**config.mk**
```make
export PLATFORM = sky130hd
export DESIGN_NAME = elevator_scheduler_flat
export DESIGN_NICKNAME = d
export VERILOG_FILES = /design/src/rtl/elevator_scheduler_if.sv /design/src/rtl/elevator_scheduler.sv /design/src/flat_wrapper.sv
export SDC_FILE = /design/constraint.sdc
export NUM_CORES = 1
export LEC_CHECK = 0
export CORE_ASPECT_RATIO = 0.7
export CORE_MARGIN = 1.5
export CORE_UTILIZATION = 50
export DETAILED_ROUTE_END_ITERATION = 8
export PLACE_DENSITY_LB_ADDON = 0.3
export SYNTH_ARGS = -nofsm -noshare
export SYNTH_HDL_FRONTEND = slang
export SYNTH_SLANG_ARGS = --single-unit
```
**constraint.sdc**
```tcl
create_clock -name CLK -period 2.8 [get_ports CLK]
set_input_delay 0.28 -clock CLK [delete_from_list [all_inputs] [get_ports CLK]]
set_output_delay 0.28 -clock CLK [all_outputs]
set_load 0.02 [all_outputs]
```
**src/rtl/elevator_scheduler_if.sv**
```systemverilog
// Button, step-handshake and status bundle between the elevator scheduler and the car datapath.
interface elevator_scheduler_if #(
  parameter int FLOORS = 3
);
  localparam int FW = $clog2(FLOORS);

  logic [FLOORS-1:0] car_req;
  logic [FLOORS-1:0] hall_req;
  logic              step_done;
  logic              step_req;
  logic              step_dir;
  logic [1:0]        engine;
  logic [FLOORS-1:0] doors;
  logic [FW-1:0]     cur_floor;
  logic [FLOORS-1:0] pending;
  logic              direction;

  modport master (
    input  car_req, hall_req, step_done,
    output step_req, step_dir, engine, doors, cur_floor, pending, direction
  );

  modport slave (
    output car_req, hall_req, step_done,
    input  step_req, step_dir, engine, doors, cur_floor, pending, direction
  );
endinterface

```
**src/rtl/elevator_scheduler.sv**
```systemverilog
// Collective (SCAN) elevator request scheduler: latches buttons, steps the car one floor
// at a time over a req/done handshake and times the door dwell.
module elevator_scheduler #(
  parameter int FLOORS      = 3,
  parameter int DOOR_CYCLES = 8
) (
  input  logic                CLK,
  input  logic                RST,
  elevator_scheduler_if.master bus
);
  localparam int FW = $clog2(FLOORS);
  localparam int CW = $clog2(DOOR_CYCLES);
  localparam logic [FW-1:0] TOP_FLOOR = FW'(FLOORS - 1);
  localparam logic [FW-1:0] FLOOR_ONE = FW'(1);
  localparam logic [CW-1:0] CNT_LOAD  = CW'(DOOR_CYCLES - 1);
  localparam logic [CW-1:0] CNT_ONE   = CW'(1);

  typedef enum logic [1:0] {
    IDLE      = 2'd0,
    MOVE      = 2'd1,
    DOOR_OPEN = 2'd2
  } state_e;

  state_e            state_q, state_d;
  logic [FW-1:0]     cur_floor_q, cur_floor_d;
  logic              direction_q, direction_d;
  logic [FLOORS-1:0] pending_q, pending_d;
  logic [CW-1:0]     cnt_q, cnt_d;

  logic [FLOORS-1:0] btn_s;
  logic [FLOORS-1:0] pend_all_s;
  logic [FW-1:0]     next_floor_s;

  function automatic logic [FLOORS-1:0] floor_bit(input logic [FW-1:0] f);
    floor_bit = {{(FLOORS-1){1'b0}}, 1'b1} << f;
  endfunction

  // Any request strictly above (up=1) or strictly below (up=0) floor f.
  function automatic logic any_toward(input logic [FLOORS-1:0] pend,
                                      input logic [FW-1:0]     f,
                                      input logic              up);
    logic r;
    r = 1'b0;
    for (int i = 0; i < FLOORS; i++) begin
      if (pend[i] && (up ? (i > int'(f)) : (i < int'(f)))) r = 1'b1;
    end
    return r;
  endfunction

  // The end floors admit only one travel direction.
  function automatic logic sweep_dir(input logic [FW-1:0] f, input logic want_up);
    if (f == {FW{1'b0}})    sweep_dir = 1'b1;
    else if (f == TOP_FLOOR) sweep_dir = 1'b0;
    else                     sweep_dir = want_up;
  endfunction

  // State and datapath registers, cleared asynchronously by RST.
  always_ff @(posedge CLK or negedge RST) begin
    if (!RST) begin
      state_q     <= IDLE;
      cur_floor_q <= {FW{1'b0}};
      direction_q <= 1'b1;
      pending_q   <= {FLOORS{1'b0}};
      cnt_q       <= {CW{1'b0}};
    end else begin
      state_q     <= state_d;
      cur_floor_q <= cur_floor_d;
      direction_q <= direction_d;
      pending_q   <= pending_d;
      cnt_q       <= cnt_d;
    end
  end

  // Next-state: IDLE looks at latched requests only; stop decisions also see this cycle's buttons.
  always_comb begin
    state_d      = state_q;
    cur_floor_d  = cur_floor_q;
    direction_d  = direction_q;
    cnt_d        = cnt_q;
    btn_s        = bus.car_req | bus.hall_req;
    pend_all_s   = pending_q | btn_s;
    next_floor_s = cur_floor_q;
    case (state_q)
      IDLE: begin
        if (pending_q[cur_floor_q]) begin
          state_d = DOOR_OPEN;
          cnt_d   = CNT_LOAD;
        end else if (any_toward(pending_q, cur_floor_q, direction_q)) begin
          state_d     = MOVE;
          direction_d = sweep_dir(cur_floor_q, direction_q);
        end else if (any_toward(pending_q, cur_floor_q, ~direction_q)) begin
          state_d     = MOVE;
          direction_d = sweep_dir(cur_floor_q, ~direction_q);
        end else begin
          state_d = IDLE;
        end
      end
      MOVE: begin
        // A step that would leave the shaft is dropped.
        if (bus.step_done && !(direction_q ? (cur_floor_q == TOP_FLOOR)
                                           : (cur_floor_q == {FW{1'b0}}))) begin
          next_floor_s = direction_q ? (cur_floor_q + FLOOR_ONE) : (cur_floor_q - FLOOR_ONE);
          cur_floor_d  = next_floor_s;
          if (pend_all_s[next_floor_s]) begin
            state_d = DOOR_OPEN;
            cnt_d   = CNT_LOAD;
          end else if (any_toward(pend_all_s, next_floor_s, direction_q)) begin
            state_d = MOVE;
          end else begin
            state_d = IDLE;
          end
        end else begin
          state_d = MOVE;
        end
      end
      DOOR_OPEN: begin
        if (btn_s[cur_floor_q]) begin
          cnt_d = CNT_LOAD;
        end else if (cnt_q == {CW{1'b0}}) begin
          state_d = IDLE;
        end else begin
          cnt_d = cnt_q - CNT_ONE;
        end
      end
      default: begin
        state_d = IDLE;
      end
    endcase
    if (state_d == DOOR_OPEN) begin
      pending_d = pend_all_s & ~floor_bit(cur_floor_d);
    end else begin
      pending_d = pend_all_s;
    end
  end

  // Outputs decoded from registered state only.
  always_comb begin
    bus.step_req  = 1'b0;
    bus.step_dir  = direction_q;
    bus.engine    = 2'b00;
    bus.doors     = {FLOORS{1'b0}};
    bus.cur_floor = cur_floor_q;
    bus.pending   = pending_q;
    bus.direction = direction_q;
    case (state_q)
      MOVE: begin
        bus.step_req = 1'b1;
        bus.engine   = {1'b1, ~direction_q};
      end
      DOOR_OPEN: begin
        bus.doors = floor_bit(cur_floor_q);
      end
      default: begin
        bus.step_req = 1'b0;
      end
    endcase
  end
endmodule
```
**src/flat_wrapper.sv**
```systemverilog
// flat-port wrapper written by rule: the top's interface ports become plain ports
module elevator_scheduler_flat 
#(
  parameter int FLOORS      = 3,
  parameter int DOOR_CYCLES = 8
)
  (CLK, RST, bus_car_req, bus_hall_req, bus_step_done, bus_step_req, bus_step_dir, bus_engine, bus_doors, bus_cur_floor, bus_pending, bus_direction);
  elevator_scheduler_if #(.FLOORS(FLOORS)) bus_i ();
  input  logic CLK;
  input  logic RST;
  input wire logic [$bits(bus_i.car_req)-1:0] bus_car_req;
  input wire logic [$bits(bus_i.hall_req)-1:0] bus_hall_req;
  input wire logic [$bits(bus_i.step_done)-1:0] bus_step_done;
  output wire logic [$bits(bus_i.step_req)-1:0] bus_step_req;
  output wire logic [$bits(bus_i.step_dir)-1:0] bus_step_dir;
  output wire logic [$bits(bus_i.engine)-1:0] bus_engine;
  output wire logic [$bits(bus_i.doors)-1:0] bus_doors;
  output wire logic [$bits(bus_i.cur_floor)-1:0] bus_cur_floor;
  output wire logic [$bits(bus_i.pending)-1:0] bus_pending;
  output wire logic [$bits(bus_i.direction)-1:0] bus_direction;
  assign bus_i.car_req = bus_car_req;
  assign bus_i.hall_req = bus_hall_req;
  assign bus_i.step_done = bus_step_done;
  assign bus_step_req = bus_i.step_req;
  assign bus_step_dir = bus_i.step_dir;
  assign bus_engine = bus_i.engine;
  assign bus_doors = bus_i.doors;
  assign bus_cur_floor = bus_i.cur_floor;
  assign bus_pending = bus_i.pending;
  assign bus_direction = bus_i.direction;
  elevator_scheduler #(.FLOORS(FLOORS), .DOOR_CYCLES(DOOR_CYCLES)) u_core (.CLK(CLK), .RST(RST), .bus(bus_i));
endmodule
```
==> metrics.log, run 1 <==
INFO  metric grt_first_pass_wirelength = about 3.9 mm
INFO  metric clock-sinks = 11
INFO  metric detail_route.iter0.violations = 28
INFO  metric io_pins = 22
INFO  metric final_nets = 141
INFO  metric fin_total_pwr = 0.288 mW
INFO  metric drt_pass1_iterations = 4
INFO  metric timing.setup.tns = 0 ps
INFO  metric clock_path_buffers = 2
INFO  metric remaining_drc_errors = 0
INFO  metric crit_path_top_delay_cell = dfrtp_1
INFO  metric timing_worst_setup_path_type = flop to flop
INFO  metric switching_power = about 0.063 mW
INFO  metric finalMaxSlewViolations = 0
INFO  metric power-per-cell-area = roughly 240 nW/um2
INFO  metric peakVddDrop = 251 uV
INFO  metric grt_antenna_before_repair = 0
INFO  metric instances_no_fill = approximately 150
INFO  metric port_buf_inserts = 21
INFO  metric maxCapViolations = 0
INFO  metric wire_per_inst = approximately 16 um
INFO  metric syn-cell-area = roughly 1000 um2
INFO  metric post_dp_cell_area = 1200 um2
INFO  metric cts_root_buffer = clkbuf_4
INFO  metric cts.reportedPaths.clkPinSlew = about 70 ps
INFO  metric die-height = 40.3 um
INFO  metric static-leakage-power = between 0.4 and 0.5 nW
INFO  metric synth_top_cell_by_area = dfrtp_1
INFO  metric cp_top_family = flip-flops
INFO  metric fraction_of_power_consumed_by_the_clock_network = 0.378
INFO  metric crit_path_max_fanout = 14
INFO  metric share_comb_of_total_power = 0.072
INFO  metric grt_start_max_net_pins = 15
INFO  metric worst-path-buf-inv = 1
INFO  metric cp_slowest_stage_delay = around 630 ps
INFO  metric clock_latency = about 270 ps
INFO  metric ys_seq_elements = 11
INFO  metric seq_area_frac_synth = 0.278
INFO  metric clock.fmax = 424 MHz
INFO  metric min-delay-path-class = primary input to asynchronous set/reset pin
INFO  metric filler_cell_count = ~160
INFO  metric vias_cell = 5.88
INFO  metric rsz0062_at_grt = false
INFO  metric tritoncts = built
INFO  metric yosys-top-cells-area = dfrtp_1 25%, ha_1 8.8%, mux2_4 6.0%
INFO  metric die_area = between 2000 and 2500 um2
INFO  metric floorplan.initialDensity = 0.532
INFO  metric globalRouteOverflowTotal = 0
INFO  metric hold_viol = 0
INFO  metric number_of_warnings_issued_by_yosys = 0
INFO  metric critical_path.startpoint_type = flop
INFO  metric grt_use_total = 0.240
INFO  metric clock_tree.htree_level_count = 1
INFO  metric finalInstanceArea = roughly 1200 um2
INFO  metric timing.critical_path.arrival = roughly 2500 ps
INFO  metric numCtsBuffers = 3
INFO  metric final_layout_size_suffix_gt1_frac = 0.185
INFO  metric synthCells = about 100
INFO  metric yosys.cell_types.count = 44
INFO  metric cts_hold_buffers = 0
INFO  metric endpoint_kind = flop
INFO  metric antenna_cells = 0
INFO  metric finalCriticalPeriod = 2360 ps
INFO  metric place.gp.congestion = 0.887
INFO  metric setup_viol = 0
INFO  metric grt_pass1_vias = 821
INFO  metric final_antenna_net_count = 0
INFO  metric design.core.area = 1870 um2
INFO  metric run_status = completed
INFO  metric place_inst = 142
INFO  metric num_rows = 13
INFO  metric p_seq_frac = 0.551
INFO  metric final.period_utilization = 0.842
INFO  metric maxSlewHeadroom = 0.568
INFO  metric final.setup_skew = 1.84 ps
INFO  metric postSynthAreaPerCell = 9.67 um2
INFO  metric via_count = 859
INFO  metric cp_data_required_time = 2960 ps
INFO  metric tightest_pin_transition = 643 ps
INFO  metric p_sw_frac = 0.218
INFO  metric cts_repair_resize_count = 0
INFO  metric finalWirelength = approximately 2.4 mm
INFO  metric dpl.hpwl = 1.87 mm
INFO  metric p_int = 0.226 mW
INFO  metric floorplan.die.width = 56.3 um
INFO  metric postCtsSetupRepairBufs = 0
INFO  metric synthesis.nets = 119
INFO  metric synth_top_cell_area_share = 0.251
INFO  metric flow.area_growth_from_synthesis = 23.0%
INFO  metric crit_path_cell_trace = inv_1 -> ha_1 -> xnor2_2 -> mux2i_1 -> nand3_2 -> nand3_4 -> mux2_4
## area by class of cell
type / instances / area, um2 / area share
multi-input combinational: 77 / 639 / 0.522
sequential: 11 / 277 / 0.226
timing repair buffer: 22 / 218 / 0.178
inverter: 10 / 37.5 / 0.0306
tap: 22 / 27.5 / 0.0225
clock buffer: 4 / 26.3 / 0.0215
## metrics by stage
step | util | hold WS, ps | setup slack, ps
after global placement | 0.641 | 504 | 590
final | 0.655 | 337 | 442
after CTS | 0.655 | 349 | 464
after global routing | 0.655 | 369 | 295
after detailed placement | 0.641 | 509 | 479
after floorplan | - | -15.6 | 557
## routing by layer
layer  share of wire  vias up  global-route usage
li1                -      406                   -
met1            0.47      420               0.308
met2            0.46       29               0.412
met3           0.060        4              0.0645
met4           0.014        0              0.0714
met5               0        -                   0
## worst register-to-register path, stage by stage, from the launching register on
cell,delay (ps)
dfrtp_1,630
inv_1,160
ha_1,350
xnor2_2,260
mux2i_1,270
nand3_2,130
nand3_4,130
mux2_4,300
## kinds of logic (layout without fill, tap and decap cells)
group,Yosys count,in the layout,synth area share
and+or+nand+nor,41,41,0.266
AOI/OAI and AO/OA,20,20,0.172
buffers and inverters,15,36,0.0804
DFF,11,11,0.278
adders and majority gates,7,7,0.0879
muxes,7,7,0.0905
xor gates and xnor gates,2,2,0.0251
## power by group through the flow
| stage | sequential (mW) | combinational, mW | clock, mW |
|---|---|---|---|
| final | 0.159 | 0.0206 | 0.109 |
| after CTS | 0.159 | 0.0208 | 0.113 |
| after floorplan | 0.162 | 0.00389 | 0 |
| after global placement | 0.162 | 0.0208 | 0 |
| after detailed placement | 0.162 | 0.0207 | 0 |
| after global routing | 0.159 | 0.0223 | 0.119 |
## cells in the mapped netlist
master	count
nand2b_1	4
nor2_1	7
a211oi_2	1
mux2i_1	3
a31oi_1	3
xnor2_1	1
buf_4	2
and4b_1	1
nand3_4	1
dfstp_2	1
and2_1	3
or3_4	1
o211ai_1	1
nand2_1	7
inv_2	2
dfrtp_1	10
a211o_1	1
a221oi_2	1
a311o_1	2
buf_2	1
nand2_2	1
inv_1	8
nand3b_1	3
nor2b_1	2
nor3b_1	1
nor3_1	4
nor3_2	1
o21ai_1	2
o31ai_4	1
nor4_1	1
nor2_2	1
or4_1	1
nand3_2	1
o21ai_0	1
a22o_1	1
a21oi_1	3
a31oi_2	1
nor4_4	1
buf_6	2
mux2_4	4
xnor2_2	1
a32oi_1	1
ha_1	7
a22oi_1	1
## cells in the final DEF, fill, tap and decap left out, types with 2 or more instances in the layout
master	count
inv_1	8
nor2_1	7
and2_1	3
nor2b_1	2
inv_2	2
a21oi_1	3
nand3b_1	3
nand2b_1	4
dfrtp_1	10
mux2i_1	3
a31oi_1	3
a311o_1	2
clkbuf_4	3
o21ai_1	2
clkdlybuf4s50_1	21
mux2_4	4
nand2_1	7
ha_1	7
nor3_1	4
## sequential cells by signal, indices dropped and copies added (netlist names)
| signal | cells |
|---|---|
| u_core.state_q | 2 |
| u_core.bus.cur_floor | 2 |
| u_core.cnt_q | 3 |
| u_core.bus.pending | 3 |
| u_core.bus.direction | 1 |
## worst paths after layout
path,startpoint,endpoint,slack (ps),depth (start not counted)
max,u_core.bus.cur_floor[1],u_core.cnt_q[0],440,7
min,RST,u_core.state_q[1],340,1
max in group asynchronous,RST,u_core.bus.direction,2110,1
min reg2reg,u_core.cnt_q[1],u_core.cnt_q[1],520,1
max reg2reg,u_core.bus.cur_floor[1],u_core.cnt_q[0],440,7
min in group CLK,u_core.cnt_q[1],u_core.cnt_q[1],520,1
Note: power is estimated with default switching activity, not from simulation.
==> run 2, diff against run 1 <==
==> constraint.sdc (replaced) <==
create_clock -name CLK -period 2.25 [get_ports CLK]
set_input_delay 0.225 -clock CLK [delete_from_list [all_inputs] [get_ports CLK]]
set_output_delay 0.225 -clock CLK [all_outputs]
set_load 0.02 [all_outputs]
==> metrics.log, run 2 (synthesized netlist as in run 1, its figures left out) <==
INFO  metric clock-sinks = 11 (unchanged)
INFO  metric cts_repair_resize_count = 0 (unchanged)
INFO  metric grt_use_total = 0.223 (was 0.240)
INFO  metric maxSlewHeadroom = 0.655 (was 0.568)
INFO  metric flow.area_growth_from_synthesis = 25.3% (was 23.0%)
INFO  metric maxCapViolations = 0 (unchanged)
INFO  metric final_common_cell = clkdlybuf4s50_1 (unchanged)
INFO  metric cts.reportedPaths.clkPinSlew = 70 ps (about the same)
INFO  metric design.core.area = 1870 um2 (unchanged)
INFO  metric endpoint_kind = flop (unchanged)
INFO  metric final.setup_skew = 6.14 ps (was 1.84 ps)
INFO  metric clock_latency = 270 ps (about the same)
INFO  metric detail_route.iter0.violations = 39 (was 28)
INFO  metric finalInstanceArea = 1250 um2 (was 1220 um2)
INFO  metric final_critical_path_setup_slack = 202 ps (was 442 ps)
INFO  metric finalCriticalPeriod = 2050 ps (was 2360 ps)
INFO  metric critical_path.startpoint_type = flop (unchanged)
INFO  metric clock_path_buffers = 2 (unchanged)
INFO  metric peakVddDrop = 292 uV (was 251 uV)
INFO  metric floorplan.die.width = 56.3 um (unchanged)
INFO  metric port_buf_inserts = 21 (unchanged)
INFO  metric crit_path_max_fanout = 5 (was 14)
INFO  metric tightest_pin_transition = 515 ps (was 643 ps)
INFO  metric num_rows = 13 (unchanged)
INFO  metric timing_worst_setup_path_type = flop to flop (unchanged)
INFO  metric worst-r2r-setup-slack = 200 ps (was 440 ps)
INFO  metric setup_viol = 0 (unchanged)
INFO  metric grt_first_pass_wirelength = 3.70 mm (was 3.92 mm)
INFO  metric via_count = 856 (was 859)
INFO  metric post_dp_cell_area = 1220 um2 (was 1200 um2)
INFO  metric die-height = 40.3 um (unchanged)
INFO  metric postCtsSetupRepairBufs = 0 (unchanged)
INFO  metric grt_pass1_vias = 809 (was 821)
INFO  metric cts_hold_buffers = 0 (unchanged)
INFO  metric ff_latch_area = 277 um2 (unchanged)
INFO  metric power-per-cell-area = 288 nW/um2 (was 235 nW/um2)
INFO  metric timing.setup.tns = 0 ps (unchanged)
INFO  metric grt_antenna_before_repair = 0 (unchanged)
INFO  metric tritoncts = built (unchanged)
INFO  metric filler_cell_count = 152 (was 156)
INFO  metric final_nets = 144 (was 141)
INFO  metric cp_data_required_time = 2410 ps (was 2960 ps)
INFO  metric numCtsBuffers = 3 (unchanged)
INFO  metric dpl.hpwl = 1.88 mm (was 1.87 mm)
INFO  metric fin_total_pwr = 0.359 mW (was 0.288 mW)
INFO  metric die_area = 2270 um2 (unchanged)
INFO  metric rsz0062_at_grt = false (unchanged)
INFO  metric cts_root_buffer = clkbuf_4 (unchanged)
INFO  metric timing.critical_path.arrival = 2210 ps (was 2510 ps)
INFO  metric layout_common_cells = 21 x clkdlybuf4s50_1, 10 x dfrtp_1, 8 x inv_1 (unchanged)
INFO  metric clock_tree.htree_level_count = 1 (unchanged)
INFO  metric finalWirelength = 2.34 mm (was 2.37 mm)
INFO  metric final_layout_size_suffix_gt1_frac = 0.205 (was 0.185)
INFO  metric run_status = completed (unchanged)
INFO  metric hold_viol = 0 (unchanged)
INFO  metric final_antenna_net_count = 0 (unchanged)
INFO  metric min-delay-path-class = primary input to asynchronous set/reset pin (unchanged)
INFO  metric wire_per_inst = 15.7 um (was 16.2 um)
INFO  metric remaining_drc_errors = 0 (unchanged)
INFO  metric grt_start_max_net_pins = 15 (unchanged)
INFO  metric vias_cell = 5.74 (was 5.88)
INFO  metric post-place-ws = 219 ps (was 479 ps)
INFO  metric floorplan.initialDensity = 0.532 (unchanged)
INFO  metric fin_hold_ws = 292 ps (was 337 ps)
INFO  metric multi_input_comb_area = 639 um2 (unchanged)
INFO  metric finalMaxSlewViolations = 0 (unchanged)
INFO  metric io_pins = 22 (unchanged)
INFO  metric clock.fmax = 488 MHz (was 424 MHz)
INFO  metric place.gp.congestion = 0.973 (was 0.887)
INFO  metric antenna_cells = 0 (unchanged)
INFO  metric globalRouteOverflowTotal = 0 (unchanged)
INFO  metric drt_pass1_iterations = 4 (unchanged)
INFO  metric static-leakage-power = 0.499 nW (was 0.483 nW)
INFO  metric final.period_utilization = 0.910 (was 0.842)
run 2: area by class of cell:
type / count / area share
multi-input cells: 77 / 0.513
flip-flops and latches: 11 / 0.222
repair buffers: 25 / 0.193
inverters: 10 / 0.0301
well taps: 22 / 0.0221
clock buffers: 4 / 0.0211
run 2: path summary, 6_finish.rpt:
path                                         start                   end  depth (start not counted)
min                                            RST       u_core.cnt_q[1]                          1
min reg2reg                        u_core.cnt_q[0]       u_core.cnt_q[0]                          1
max                        u_core.bus.cur_floor[1]       u_core.cnt_q[1]                          7
max reg2reg                u_core.bus.cur_floor[1]       u_core.cnt_q[1]                          7
min in group CLK                   u_core.cnt_q[0]       u_core.cnt_q[0]                          1
max in group asynchronous                      RST  u_core.bus.direction                          1
run 2: through the flow:
step,cells,util
4_1_cts,149,0.667
2_1_floorplan,103,-
6_report,149,0.667
5_1_grt,149,0.667
3_5_place_dp,145,0.653
3_3_place_gp,145,0.653
run 2: critical path, cell delays in order, from the launching register on:
cell     delay, ps
dfrtp_1        420
inv_1          100
ha_1           330
xnor2_2        280
mux2i_1        250
nand3_2        130
nand3_4        130
mux2_4         300
run 2: per-layer routing:
layer  GRT usage  up-vias  wire (um)
met5           0        -          0
met3      0.0742        2        168
met1       0.268      404       1060
li1            -      414          -
met2       0.403       36       1100
met4      0.0536        0          9
run 2: power by group:
part | switching (mW) | leakage (nW) | total, mW | internal (mW)
Clock | 0.0669 | 0.0150 | 0.136 | 0.0686
Combinational | 0.0117 | 0.355 | 0.0259 | 0.0143
Sequential | 0 | 0.129 | 0.198 | 0.198
Total | 0.0785 | 0.499 | 0.359 | 0.281
